==> config.mk <==
export PLATFORM = sky130hd
export DESIGN_NAME = riscv_keypad_scanner
export DESIGN_NICKNAME = d
export VERILOG_FILES = /design/src/rtl/riscv_keypad_scanner_pkg.sv /design/src/rtl/riscv_tick_gen.sv /design/src/rtl/riscv_keypad_scanner.sv
export SDC_FILE = /design/constraint.sdc
export NUM_CORES = 1
export LEC_CHECK = 0
export CORE_MARGIN = 4
export CORE_UTILIZATION = 58
export DETAILED_ROUTE_END_ITERATION = 6
export HOLD_SLACK_MARGIN = 0.03
export PLACE_DENSITY = 0.89
export SETUP_SLACK_MARGIN = 0.02
export SLEW_MARGIN = 15
export SYNTH_ARGS = -nofsm -noshare
export SYNTH_HDL_FRONTEND = slang
export SYNTH_SLANG_ARGS = --single-unit
export TNS_END_PERCENT = 30
==> constraint.sdc <==
create_clock -name clk -period 3.9 [get_ports clk]
set_clock_uncertainty 0.15 [all_clocks]
set_input_delay 0.975 -clock clk [delete_from_list [all_inputs] [get_ports clk]]
set_output_delay 0.975 -clock clk [all_outputs]
set_load 0.05 [all_outputs]
==> src/rtl/riscv_keypad_scanner_pkg.sv <==
// rtl/riscv_keypad_scanner_pkg.sv - shared types, constants and column decoder for the keypad scanner
package riscv_keypad_scanner_pkg;

    localparam int KP_ROWS             = 4;
    localparam int KP_COLS             = 4;
    localparam int KP_CLK_DIV_DEFAULT  = 100000;
    localparam int KP_DEBOUNCE_DEFAULT = 10;

    typedef enum logic [1:0] {
        KP_SCAN     = 2'd0,
        KP_DEBOUNCE = 2'd1,
        KP_PRESSED  = 2'd2
    } kp_state_e;

    typedef struct packed {
        logic       valid;
        logic [1:0] idx;
    } kp_col_t;

    // Valid only when exactly one column line is pulled low.
    function automatic kp_col_t kp_decode_cols(input logic [KP_COLS-1:0] cols);
        kp_col_t r;
        r.valid = 1'b1;
        r.idx   = 2'd0;
        case (cols)
            4'b1110: r.idx = 2'd0;
            4'b1101: r.idx = 2'd1;
            4'b1011: r.idx = 2'd2;
            4'b0111: r.idx = 2'd3;
            default: r.valid = 1'b0;
        endcase
        return r;
    endfunction

endpackage

==> src/rtl/riscv_tick_gen.sv <==
// rtl/riscv_tick_gen.sv - free-running divider emitting a one-cycle tick every DIV clocks
module riscv_tick_gen #(
    parameter int DIV = 2
) (
    input  logic clk,
    input  logic rst,
    output logic tick
);

    localparam int            CW   = $clog2(DIV);
    localparam logic [CW-1:0] LAST = CW'(DIV - 1);

    logic [CW-1:0] cnt_q;
    logic [CW-1:0] cnt_d;

    always_comb begin
        tick  = (cnt_q == LAST);
        cnt_d = tick ? '0 : cnt_q + CW'(1);
    end

    always_ff @(posedge clk or negedge rst) begin
        if (!rst) begin
            cnt_q <= '0;
        end else begin
            cnt_q <= cnt_d;
        end
    end

endmodule

==> src/rtl/riscv_keypad_scanner.sv <==
// rtl/riscv_keypad_scanner.sv - 4x4 matrix keypad scanner with debounce and key code encoding
module riscv_keypad_scanner
    import riscv_keypad_scanner_pkg::*;
#(
    parameter int CLK_DIV        = KP_CLK_DIV_DEFAULT,
    parameter int DEBOUNCE_TICKS = KP_DEBOUNCE_DEFAULT
) (
    input  logic       clk,
    input  logic       rst,
    output logic [3:0] row_out,
    input  logic [3:0] col_in,
    output logic [3:0] keyboard,
    output logic       key_valid,
    output logic       key_strobe
);

    localparam int               DEB_W    = $clog2(DEBOUNCE_TICKS + 1);
    localparam logic [DEB_W-1:0] DEB_LAST = DEB_W'(DEBOUNCE_TICKS);

    logic               tick;
    logic [KP_COLS-1:0] col_meta_q;
    logic [KP_COLS-1:0] col_s_q;

    kp_state_e          state_q, state_d;
    logic [1:0]         row_idx_q, row_idx_d;
    logic [KP_ROWS-1:0] row_out_q, row_out_d;
    logic [3:0]         cand_q, cand_d;
    logic [3:0]         keyboard_q, keyboard_d;
    logic               valid_q, valid_d;
    logic               strobe_q, strobe_d;
    logic [DEB_W-1:0]   deb_q, deb_d;
    logic [DEB_W-1:0]   rel_q, rel_d;

    kp_col_t            dec;
    logic [3:0]         code;

    riscv_tick_gen #(.DIV(CLK_DIV)) u_tick_gen (
        .clk  (clk),
        .rst  (rst),
        .tick (tick)
    );

    always_comb begin
        dec        = kp_decode_cols(col_s_q);
        code       = {row_idx_q, dec.idx};
        state_d    = state_q;
        row_idx_d  = row_idx_q;
        cand_d     = cand_q;
        keyboard_d = keyboard_q;
        valid_d    = valid_q;
        strobe_d   = 1'b0;
        deb_d      = deb_q;
        rel_d      = rel_q;
        if (tick) begin
            unique case (state_q)
                KP_SCAN: begin
                    if (dec.valid) begin
                        cand_d = code;
                        if (DEB_LAST == DEB_W'(1)) begin
                            state_d    = KP_PRESSED;
                            keyboard_d = code;
                            valid_d    = 1'b1;
                            strobe_d   = 1'b1;
                            deb_d      = '0;
                        end else begin
                            state_d = KP_DEBOUNCE;
                            deb_d   = DEB_W'(1);
                        end
                    end else begin
                        row_idx_d = row_idx_q + 2'd1;
                    end
                end
                KP_DEBOUNCE: begin
                    // Row stays frozen here so a bounce re-scans the same row next tick.
                    if (dec.valid && code == cand_q) begin
                        if (deb_q + DEB_W'(1) == DEB_LAST) begin
                            state_d    = KP_PRESSED;
                            keyboard_d = cand_q;
                            valid_d    = 1'b1;
                            strobe_d   = 1'b1;
                            deb_d      = '0;
                        end else begin
                            deb_d = deb_q + DEB_W'(1);
                        end
                    end else begin
                        state_d = KP_SCAN;
                        deb_d   = '0;
                    end
                end
                KP_PRESSED: begin
                    if (col_s_q == '1) begin
                        if (rel_q + DEB_W'(1) == DEB_LAST) begin
                            state_d   = KP_SCAN;
                            valid_d   = 1'b0;
                            rel_d     = '0;
                            row_idx_d = row_idx_q + 2'd1;
                        end else begin
                            rel_d = rel_q + DEB_W'(1);
                        end
                    end else begin
                        rel_d = '0;
                    end
                end
                default: state_d = KP_SCAN;
            endcase
        end
        row_out_d = ~(KP_ROWS'(1) << row_idx_d);
    end

    always_ff @(posedge clk or negedge rst) begin
        if (!rst) begin
            col_meta_q <= '1;
            col_s_q    <= '1;
            state_q    <= KP_SCAN;
            row_idx_q  <= 2'd0;
            row_out_q  <= 4'b1110;
            cand_q     <= 4'h0;
            keyboard_q <= 4'h0;
            valid_q    <= 1'b0;
            strobe_q   <= 1'b0;
            deb_q      <= '0;
            rel_q      <= '0;
        end else begin
            col_meta_q <= col_in;
            col_s_q    <= col_meta_q;
            state_q    <= state_d;
            row_idx_q  <= row_idx_d;
            row_out_q  <= row_out_d;
            cand_q     <= cand_d;
            keyboard_q <= keyboard_d;
            valid_q    <= valid_d;
            strobe_q   <= strobe_d;
            deb_q      <= deb_d;
            rel_q      <= rel_d;
        end
    end

    assign row_out    = row_out_q;
    assign keyboard   = keyboard_q;
    assign key_valid  = valid_q;
    assign key_strobe = strobe_q;

endmodule

# Word level (Yosys, flattened, before mapping)
# Cells that the tools add are included.
# word_totals
output_inout_bits,10
regBits,51
word_cells,75
# classes
eq_ne,17
addsub,4
n_mux,29
n_bitwise,1
shifts,1
reduce_logical,11
# ops
operator,count
"== test 4 bit, second input constant",6
2-to-1 mux 4 bit,5
2-to-1 mux 2 bit,9
"adder 17 x 1 -> 17 bit, second input constant",1
"== test 17 bit, second input constant",1
2-to-1 mux 17 bit,1
case mux 2 bit (3 select lines),2
"inequality test 2 bit, second input constant",5
2-to-1 mux 1 bit,9
"adder 4 x 1 -> 4 bit, second input constant",2
case mux 4 bit (2 select lines),1
AND reduction 3 bit,2
AND reduction 6 bit,1
AND reduction 5 bit,1
"== test 4 x 3 -> 1 bit, second input constant",1
== test 4 bit,1
inverter 4 bit,1
case mux 2 bit (2 select lines),1
AND reduction 4 bit,1
nonzero test 2 bit,2
OR reduction 4 bit,1
"<< shifter 1 x 2 -> 4 bit, first input constant",1
"inequality test 3 bit, second input constant",1
"adder 2 x 1 -> 2 bit, second input constant",1
other kinds (6),6

# Longest topological paths before layout
# Gate-level depths: netlist of run 1.
# logic_depth
depth_word,8
mapped_depth,8
ltp_nobuf,7

# Cells and area by module
# A second synthesis of run 1 with hierarchy kept.
# unflattened
hier_cells,255
area_unflattened_um2,2685.1
# by_module_without_submodules
module,n_inst,seq_area_each_um2,area_per_inst_um2,cells_each
riscv_keypad_scanner,1,864.6,1891.8,181
riscv_tick_gen,1,425.4,793.3,74

# Worst setup path after synthesis of run 1
# No wires, ideal clock.
# synth_timing
kind,register to register
start,register col_s_q[3]
end,register keyboard_q[3] (netlist: keyboard[3])
synth_period_minus_slack_ns,2.782
required_ns,3.622
path_slack_ns,1.118
path_buffers,2
setup_ns,0.128
arrival_ns,2.504
stages_incl_launch_ff,8
path_cell_list,dfstp_2 clkbuf_1 xor2_1 a311o_1 a2111oi_1 nand4bb_1 buf_2 mux2_1
# synth_via
elab_chain_cells,5
word_cells_on_any_way,10
# synth_lines
element,line_no,source
"start, declared",riscv_keypad_scanner.sv:22,logic [KP_COLS-1:0] col_s_q;
"start signal, assigned",riscv_keypad_scanner.sv:125,col_s_q <= col_meta_q;
== test 4 x 3 -> 1 bit / == test 4 bit (equally long branches),riscv_keypad_scanner_pkg.sv:25,case (cols)
case mux 2 bit (3 select lines) / OR reduction 4 bit (equally long branches),--,
== test 4 bit / 2-to-1 mux 1 bit (equally long branches),"riscv_keypad_scanner.sv:75, riscv_keypad_scanner_pkg.sv:25",
logical AND 1 bit (*),riscv_keypad_scanner.sv:75,if (dec.valid && code == cand_q) begin
AND reduction 4 bit (no line) (*),--,
"end signal, assigned",riscv_keypad_scanner.sv:130,keyboard_q <= keyboard_d;
"end, declared",riscv_keypad_scanner.sv:28,"logic [3:0] keyboard_q, keyboard_d;"
# Every way passes the cells marked *; elsewhere a longest branch is shown, timed or not.
# A chain may end at the register's enable or synchronous reset.

# Final worst setup path of run 1
# Ends and elaborated chain as after synthesis.

==> results of run 1 <==
[flip-flops by register name (all words and copies together), names as in the netlist]
register	count
key_strobe	1
cand_q	4
col_meta_q	4
row_idx_q	2
rel_q	4
u_tick_gen.cnt_q	17
deb_q	4
col_s_q	4
row_out	4
state_q	2
keyboard	4
key_valid	1
[final timing paths]
kind | to | slack, ns
hold reg to reg | col_s_q[3] | 0.21
min in group asynchronous | row_idx_q[0] | 0.56
setup reg to reg | keyboard[3] | 0.80
setup / recovery | keyboard[3] | 0.80
hold / removal | col_s_q[3] | 0.21
max in group asynchronous | col_s_q[2] | 2.26
[through the flow]
step	power, mW	setup slack, ns
after floorplan	0.563	1.12
after global placement	0.581	1.05
after detailed placement	0.583	0.944
after CTS	0.874	0.858
after global routing	0.898	0.614
final	0.864	0.799
[worst max-delay path: stages (launching register included)]
cell       delay, ns
dfstp_2         0.62
xor2_1          0.12
a311o_1         0.39
a2111oi_1       0.83
nand4bb_1       0.45
mux2_1          0.44
[cell usage after synthesis, types with 3 or more instances]
| master | count |
|---|---|
| a21oi_1 | 4 |
| and3_1 | 4 |
| clkbuf_1 | 4 |
| dfrtp_1 | 40 |
| dfstp_2 | 11 |
| ha_1 | 5 |
| inv_1 | 11 |
| mux2_2 | 5 |
| mux2i_1 | 4 |
| nand2_1 | 24 |
| nand3_1 | 16 |
| nand4_1 | 5 |
| nor2_1 | 19 |
| nor3_1 | 3 |
| o21ai_0 | 10 |
| or4_1 | 3 |
| xnor2_1 | 12 |
| xor2_1 | 11 |
[power breakdown]
part | switching, mW | total [mW] | internal (mW)
clock | 0.166 | 0.292 | 0.126
sequential | 0.00475 | 0.541 | 0.536
combinational | 0.0203 | 0.0314 | 0.0111
[per-layer routing]
metal,global-route usage (%),share of wire (%)
met3,3.51,3.7
met2,32.5,49
met4,7.51,1.6
met1,26.7,45
met5,0,0
[cell type report]
class / count / area share (%)
clock buffers: 6 / 2.57
clock inverters: 2 / 0.443
well taps: 50 / 2.21
repair buffers: 17 / 5.67
inverters: 11 / 1.46
multi-input cells: 175 / 42.0
flip-flops and latches: 51 / 45.6
[kinds of logic after synthesis]
group                    count (synthesis)
AND/OR/NAND/NOR                        105
flip-flops                              51
AO/OA/AOI/OAI                           32
XOR/XNOR                                23
buffers and inverters                   19
multiplexers                            10
adder cells (fa/ha/maj)                  5
==> flow_metrics.env, run 1 <==
export IMPL_cts_tree="built"
export IMPL_hold_depth=0
export IMPL_r2r_cells=5
export IMPL_pin_count=16
export IMPL_antenna_found_initial=0
export IMPL_final_max_slew_viol_count=0
export IMPL_portBuffers=15
export IMPL_synth_compound_area_share_pct=8.85
export IMPL_globalRouteTotalUtil_pct=19.9
export IMPL_yosys_area_share_simple_pct=23.0
export IMPL_num_fill_cells=327
export IMPL_die_w_um=74.4
export IMPL_routed_wirelength_mm=4.73
export IMPL_ant_nets=0
export IMPL_hold_viol_final=0
export IMPL_cp_startpoint="col_s_q[3]"
export IMPL_cp_end_kind="flip-flop"
export IMPL_routed_via_count=1863
export IMPL_grt_pass1_vias=1851
export IMPL_yosysSeqAreaShare_pct=50.4
export IMPL_drt_pass1_iterations=5
export IMPL_antenna_cells=0
export IMPL_cap_viol_max_count=0
export IMPL_htreeDepth=2
export IMPL_cp_arrival_ns=3.14
export IMPL_crit_type="flip-flop to flip-flop"
export IMPL_grt_pass1_wl_mm=8.58
export IMPL_p_leak_nw=1.23
export IMPL_tightestPinTransition_ns=0.911
export IMPL_dieArea_um2=5540
export IMPL_yosysTopAreaCell="dfrtp_1"
export IMPL_placementRows=23
export IMPL_synthXorXnorAreaFrac_pct=7.87
export IMPL_detailedRoute_firstIterationViolations=108
export IMPL_cts_buffers_inserted=5
export IMPL_postSynthAreaPerCell_um2=10.4
export IMPL_worstSkewPairLatency_ns=0.30
export IMPL_synth_top_family_by_area="simple AND/OR/NAND/NOR gates"
export IMPL_r2r_start="col_s_q[3]"
export IMPL_synth_top_area_share_pct=39.1
export IMPL_ys_ff_latch=51
export IMPL_final_nets=272
export IMPL_coreArea_um2=4140
export IMPL_post_route_util_pct=68.2
export IMPL_setup_viol=0
export IMPL_syn_nets=256
export IMPL_worstSetupStartpointType="flip-flop"
export IMPL_rsz0062_at_grt="false"
export IMPL_start_util_pct=61.8
export IMPL_outcome="completed"
export IMPL_wl_per_cell_um=15.2
export IMPL_hold_path_class="flip-flop to flip-flop"
export IMPL_postLayoutCellArea_um2=2830
export IMPL_crit_path_max_fanout=8
export IMPL_layout_commonest_cell="dfrtp_1"
export IMPL_cts_resized=0
export IMPL_ir_drop_uv=227
export IMPL_async_flop_share_pct=100
export IMPL_synth_area_leaders="dfrtp_1, dfstp_2, xnor2_1"
export IMPL_setup_tns_ns=0
export IMPL_ff_latch_area_um2=1290
export IMPL_final_min_clock_period_ns=3.10
export IMPL_hold_ws_ns=0.208
export IMPL_hold_start="col_meta_q[3]"
export IMPL_grt_ovfl_total=0
export IMPL_hpwl_mm=3.35
export IMPL_multi_input_area_um2=1190
export IMPL_ys_flop_type="dfrtp_1"
export IMPL_drc=0
export IMPL_required_ns=3.94
export IMPL_path_clk_slew_ns=0.09
export IMPL_relSlewSlack_pct=39.1
export IMPL_synthCells=245
export IMPL_dpl_instance_area_um2=2740
export IMPL_yosys_warnings=0
export IMPL_post_cts_buffers=0
export IMPL_synth_mux_area_fraction_pct=4.20
export IMPL_synth_cell_type_count=61
export IMPL_max_freq_mhz=323
export IMPL_stdcell_count=312
export IMPL_place_gp_congestion=0.956
export IMPL_syn_to_final_growth_pct=10.4
export IMPL_power_density_nw_per_um2=306
export IMPL_dieHeight_um=74.4
export IMPL_post_place_cells=304
export IMPL_grt_max_degree=33
export IMPL_cts_root_buf="clkbuf_8"
export IMPL_drive_above_1_share_pct=14.9
export IMPL_synth_area_um2=2560
export IMPL_hold_buffers=0
export IMPL_mostFrequentLayoutCells="dfrtp_1, nand2_1, nor2_1"
export IMPL_period_share_pct=79.5
export IMPL_post_drt_via_cell_ratio=5.97
export IMPL_clock_sinks=51
export IMPL_synthAdderAreaFrac_pct=2.44
export IMPL_clockBufferDepth=2
export IMPL_synth_edf_count=0
(Power assumes the default switching activity.)
==> inputs of run 2 (changes only) <==
--- a/config.mk
+++ b/config.mk
@@ -6,10 +6,10 @@
 export NUM_CORES = 1
 export LEC_CHECK = 0
 export CORE_MARGIN = 4
-export CORE_UTILIZATION = 58
+export CORE_UTILIZATION = 53
 export DETAILED_ROUTE_END_ITERATION = 6
 export HOLD_SLACK_MARGIN = 0.03
-export PLACE_DENSITY = 0.89
+export PLACE_DENSITY = 0.86
 export SETUP_SLACK_MARGIN = 0.02
 export SLEW_MARGIN = 15
 export SYNTH_ARGS = -nofsm -noshare
==> constraint.sdc (replaced) <==
create_clock -name clk -period 2.8 [get_ports clk]
set_clock_uncertainty 0.15 [all_clocks]
set_input_delay 0.7 -clock clk [delete_from_list [all_inputs] [get_ports clk]]
set_output_delay 0.7 -clock clk [all_outputs]
set_load 0.05 [all_outputs]
==> run 2 against run 1 <==
Effect of this change: utilization is 5.7 points lower; via count grew 1.4%; final cell count grew 4.2%; maximum frequency is 16% higher; cell area up 3.8%; power grew 42%; setup slack got worse by 0.68 ns; largest cell class unchanged; highest routed layer unchanged.
==> flow_metrics.env, run 2 (synthesis results as in run 1) <==
export IMPL_outcome="completed"
export IMPL_final_min_clock_period_ns=2.68
export IMPL_mostFrequentLayoutCells="dfrtp_1, nand2_1, nor2_1"
export IMPL_path_clk_slew_ns=0.09
export IMPL_hold_viol_final=0
export IMPL_multi_input_area_um2=1220
export IMPL_portBuffers=15
export IMPL_hold_path_class="flip-flop to flip-flop"
export IMPL_antenna_cells=0
export IMPL_pin_count=16
export IMPL_coreArea_um2=4690
export IMPL_placementRows=25
export IMPL_largest_register="u_tick_gen.cnt_q"
export IMPL_start_util_pct=54.6
export IMPL_grtUsageMet1_pct=22.0
export IMPL_ff_latch_area_um2=1290
export IMPL_dpl_instance_area_um2=2820
export IMPL_grt_max_degree=52
export IMPL_stdcell_count=325
export IMPL_syn_to_final_growth_pct=14.6
export IMPL_largest_register_ff_count=17
export IMPL_cts_tree="built"
export IMPL_hold_end="col_s_q[1]"
export IMPL_rrSetupSlack_ns=0.12
export IMPL_power_density_nw_per_um2=417
export IMPL_r2r_start="u_tick_gen.cnt_q[14]"
export IMPL_hold_depth=0
export IMPL_die_w_um=77.5
export IMPL_clock_sinks=51
export IMPL_grt_pass1_wl_mm=8.39
export IMPL_dieArea_um2=6010
export IMPL_fin_ws_ns=0.117
export IMPL_grt_ovfl_total=0
export IMPL_routed_wirelength_mm=4.86
export IMPL_clockBufferDepth=2
export IMPL_place_gp_congestion=0.868
export IMPL_worstSetupStartpointType="flip-flop"
export IMPL_gr_usage_met2_pct=29.4
export IMPL_cap_viol_max_count=0
export IMPL_period_share_pct=95.8
export IMPL_num_fill_cells=360
export IMPL_dieHeight_um=77.5
export IMPL_dpl_worst_slack_ns=-0.0127
export IMPL_relSlewSlack_pct=58.7
export IMPL_post_cts_buffers=0
export IMPL_postLayoutCellArea_um2=2930
export IMPL_drc=0
export IMPL_ir_drop_uv=359
export IMPL_cp_end_kind="flip-flop"
export IMPL_layout_commonest_cell="dfrtp_1"
export IMPL_routed_via_count=1889
export IMPL_drive_above_1_share_pct=19.2
export IMPL_max_freq_mhz=373
export IMPL_wl_per_cell_um=15.0
export IMPL_busiest_layer="met2"
export IMPL_p_leak_nw=1.30
export IMPL_crit_path_max_fanout=7
export IMPL_drt_pass1_iterations=4
export IMPL_hpwl_mm=3.46
export IMPL_htreeDepth=2
export IMPL_required_ns=2.84
export IMPL_final_max_slew_viol_count=0
export IMPL_r2r_end="cand_q[3]"
export IMPL_post_route_util_pct=62.5
export IMPL_worstSkewPairLatency_ns=0.31
export IMPL_final_nets=281
export IMPL_grt_pass1_vias=1832
export IMPL_cts_buffers_inserted=5
export IMPL_grt_use_met3_pct=4.18
export IMPL_hold_start="col_meta_q[1]"
export IMPL_setup_viol=0
export IMPL_post_place_cells=317
export IMPL_ant_nets=0
export IMPL_detailedRoute_firstIterationViolations=122
export IMPL_cp_arrival_ns=2.72
export IMPL_post_drt_via_cell_ratio=5.81
export IMPL_crit_type="flip-flop to flip-flop"
export IMPL_r2r_cells=5
export IMPL_cp_startpoint="u_tick_gen.cnt_q[14]"
export IMPL_tightestPinTransition_ns=0.619
export IMPL_globalRouteTotalUtil_pct=17.5
export IMPL_cts_root_buf="clkbuf_8"
export IMPL_antenna_found_initial=0
run 2: cell types whose count changed in the layout (fill, tap and decap cells not counted), sizes merged:
cell / previous run / this run
clkinv: 1 / 2
buf: 3 / 12
clkinvlp: 1 / 0
run 2: per-layer routing:
layer | wire length [um] | vias to the layer above
li1 | - | 914
met1 | 2170 | 915
met2 | 2430 | 53
met3 | 192 | 7
met4 | 74 | 0
met5 | 0 | -
run 2: area by class of cell:
class | instances | area share, %
sequential | 51 | 44.0
multi-input combinational | 175 | 41.5
timing repair buffer | 26 | 7.76
clock buffer | 6 | 2.47
tap | 54 | 2.30
inverter | 11 | 1.41
clock inverter | 2 | 0.597
run 2: repair_timing:
action / 4_1_cts / 5_1_grt
resized for setup: 2 / 2
setup endpoints to repair: 4 / 6
hold buffers: 0 / 0
run 2: critical path: stages (launching register included):
cell and delay [ns]:
dfrtp_1 0.39, or4b_4 0.56, or4_4 0.60, buf_4 0.17, a2111o_1 0.39, mux2_2 0.32
run 2: worst max-delay path by stage:
stage | end | slack, ns | cells after the start
detailed placement | keyboard[3] | -0.01 | 5
global placement | keyboard[3] | 0.06 | 5
CTS | cand_q[3] | 0.03 | 5
global route | rel_q[1] | -0.04 | 5
floorplan | keyboard[3] | 0.16 | 6
finish | cand_q[3] | 0.12 | 5
run 2: report_power, final:
| part | switching, mW | internal, mW |
|---|---|---|
| clock | 0.246 | 0.180 |
| combinational | 0.0289 | 0.0155 |
| sequential | 0.00677 | 0.747 |
| total | 0.282 | 0.942 |
run 2: metrics by stage:
stage	TNS, ns	hold slack (ns)	power, mW
3_3_place_gp	0	0.196	0.810
5_1_grt	-0.0659	0.219	1.28
4_1_cts	0	0.210	1.24
3_5_place_dp	-0.0127	0.197	0.812
6_report	0	0.208	1.22
2_1_floorplan	0	0.195	0.785
==> inputs of run 3 (changes only) <==
--- a/config.mk
+++ b/config.mk
@@ -8,10 +8,10 @@
 export CORE_MARGIN = 4
 export CORE_UTILIZATION = 53
 export DETAILED_ROUTE_END_ITERATION = 6
+export GPL_ROUTABILITY_DRIVEN = 0
 export HOLD_SLACK_MARGIN = 0.03
 export PLACE_DENSITY = 0.86
 export SETUP_SLACK_MARGIN = 0.02
-export SLEW_MARGIN = 15
 export SYNTH_ARGS = -nofsm -noshare
 export SYNTH_HDL_FRONTEND = slang
 export SYNTH_SLANG_ARGS = --single-unit
==> results of run 3 <==
The final DEF is identical to that of run 2; final timing and power are the same.
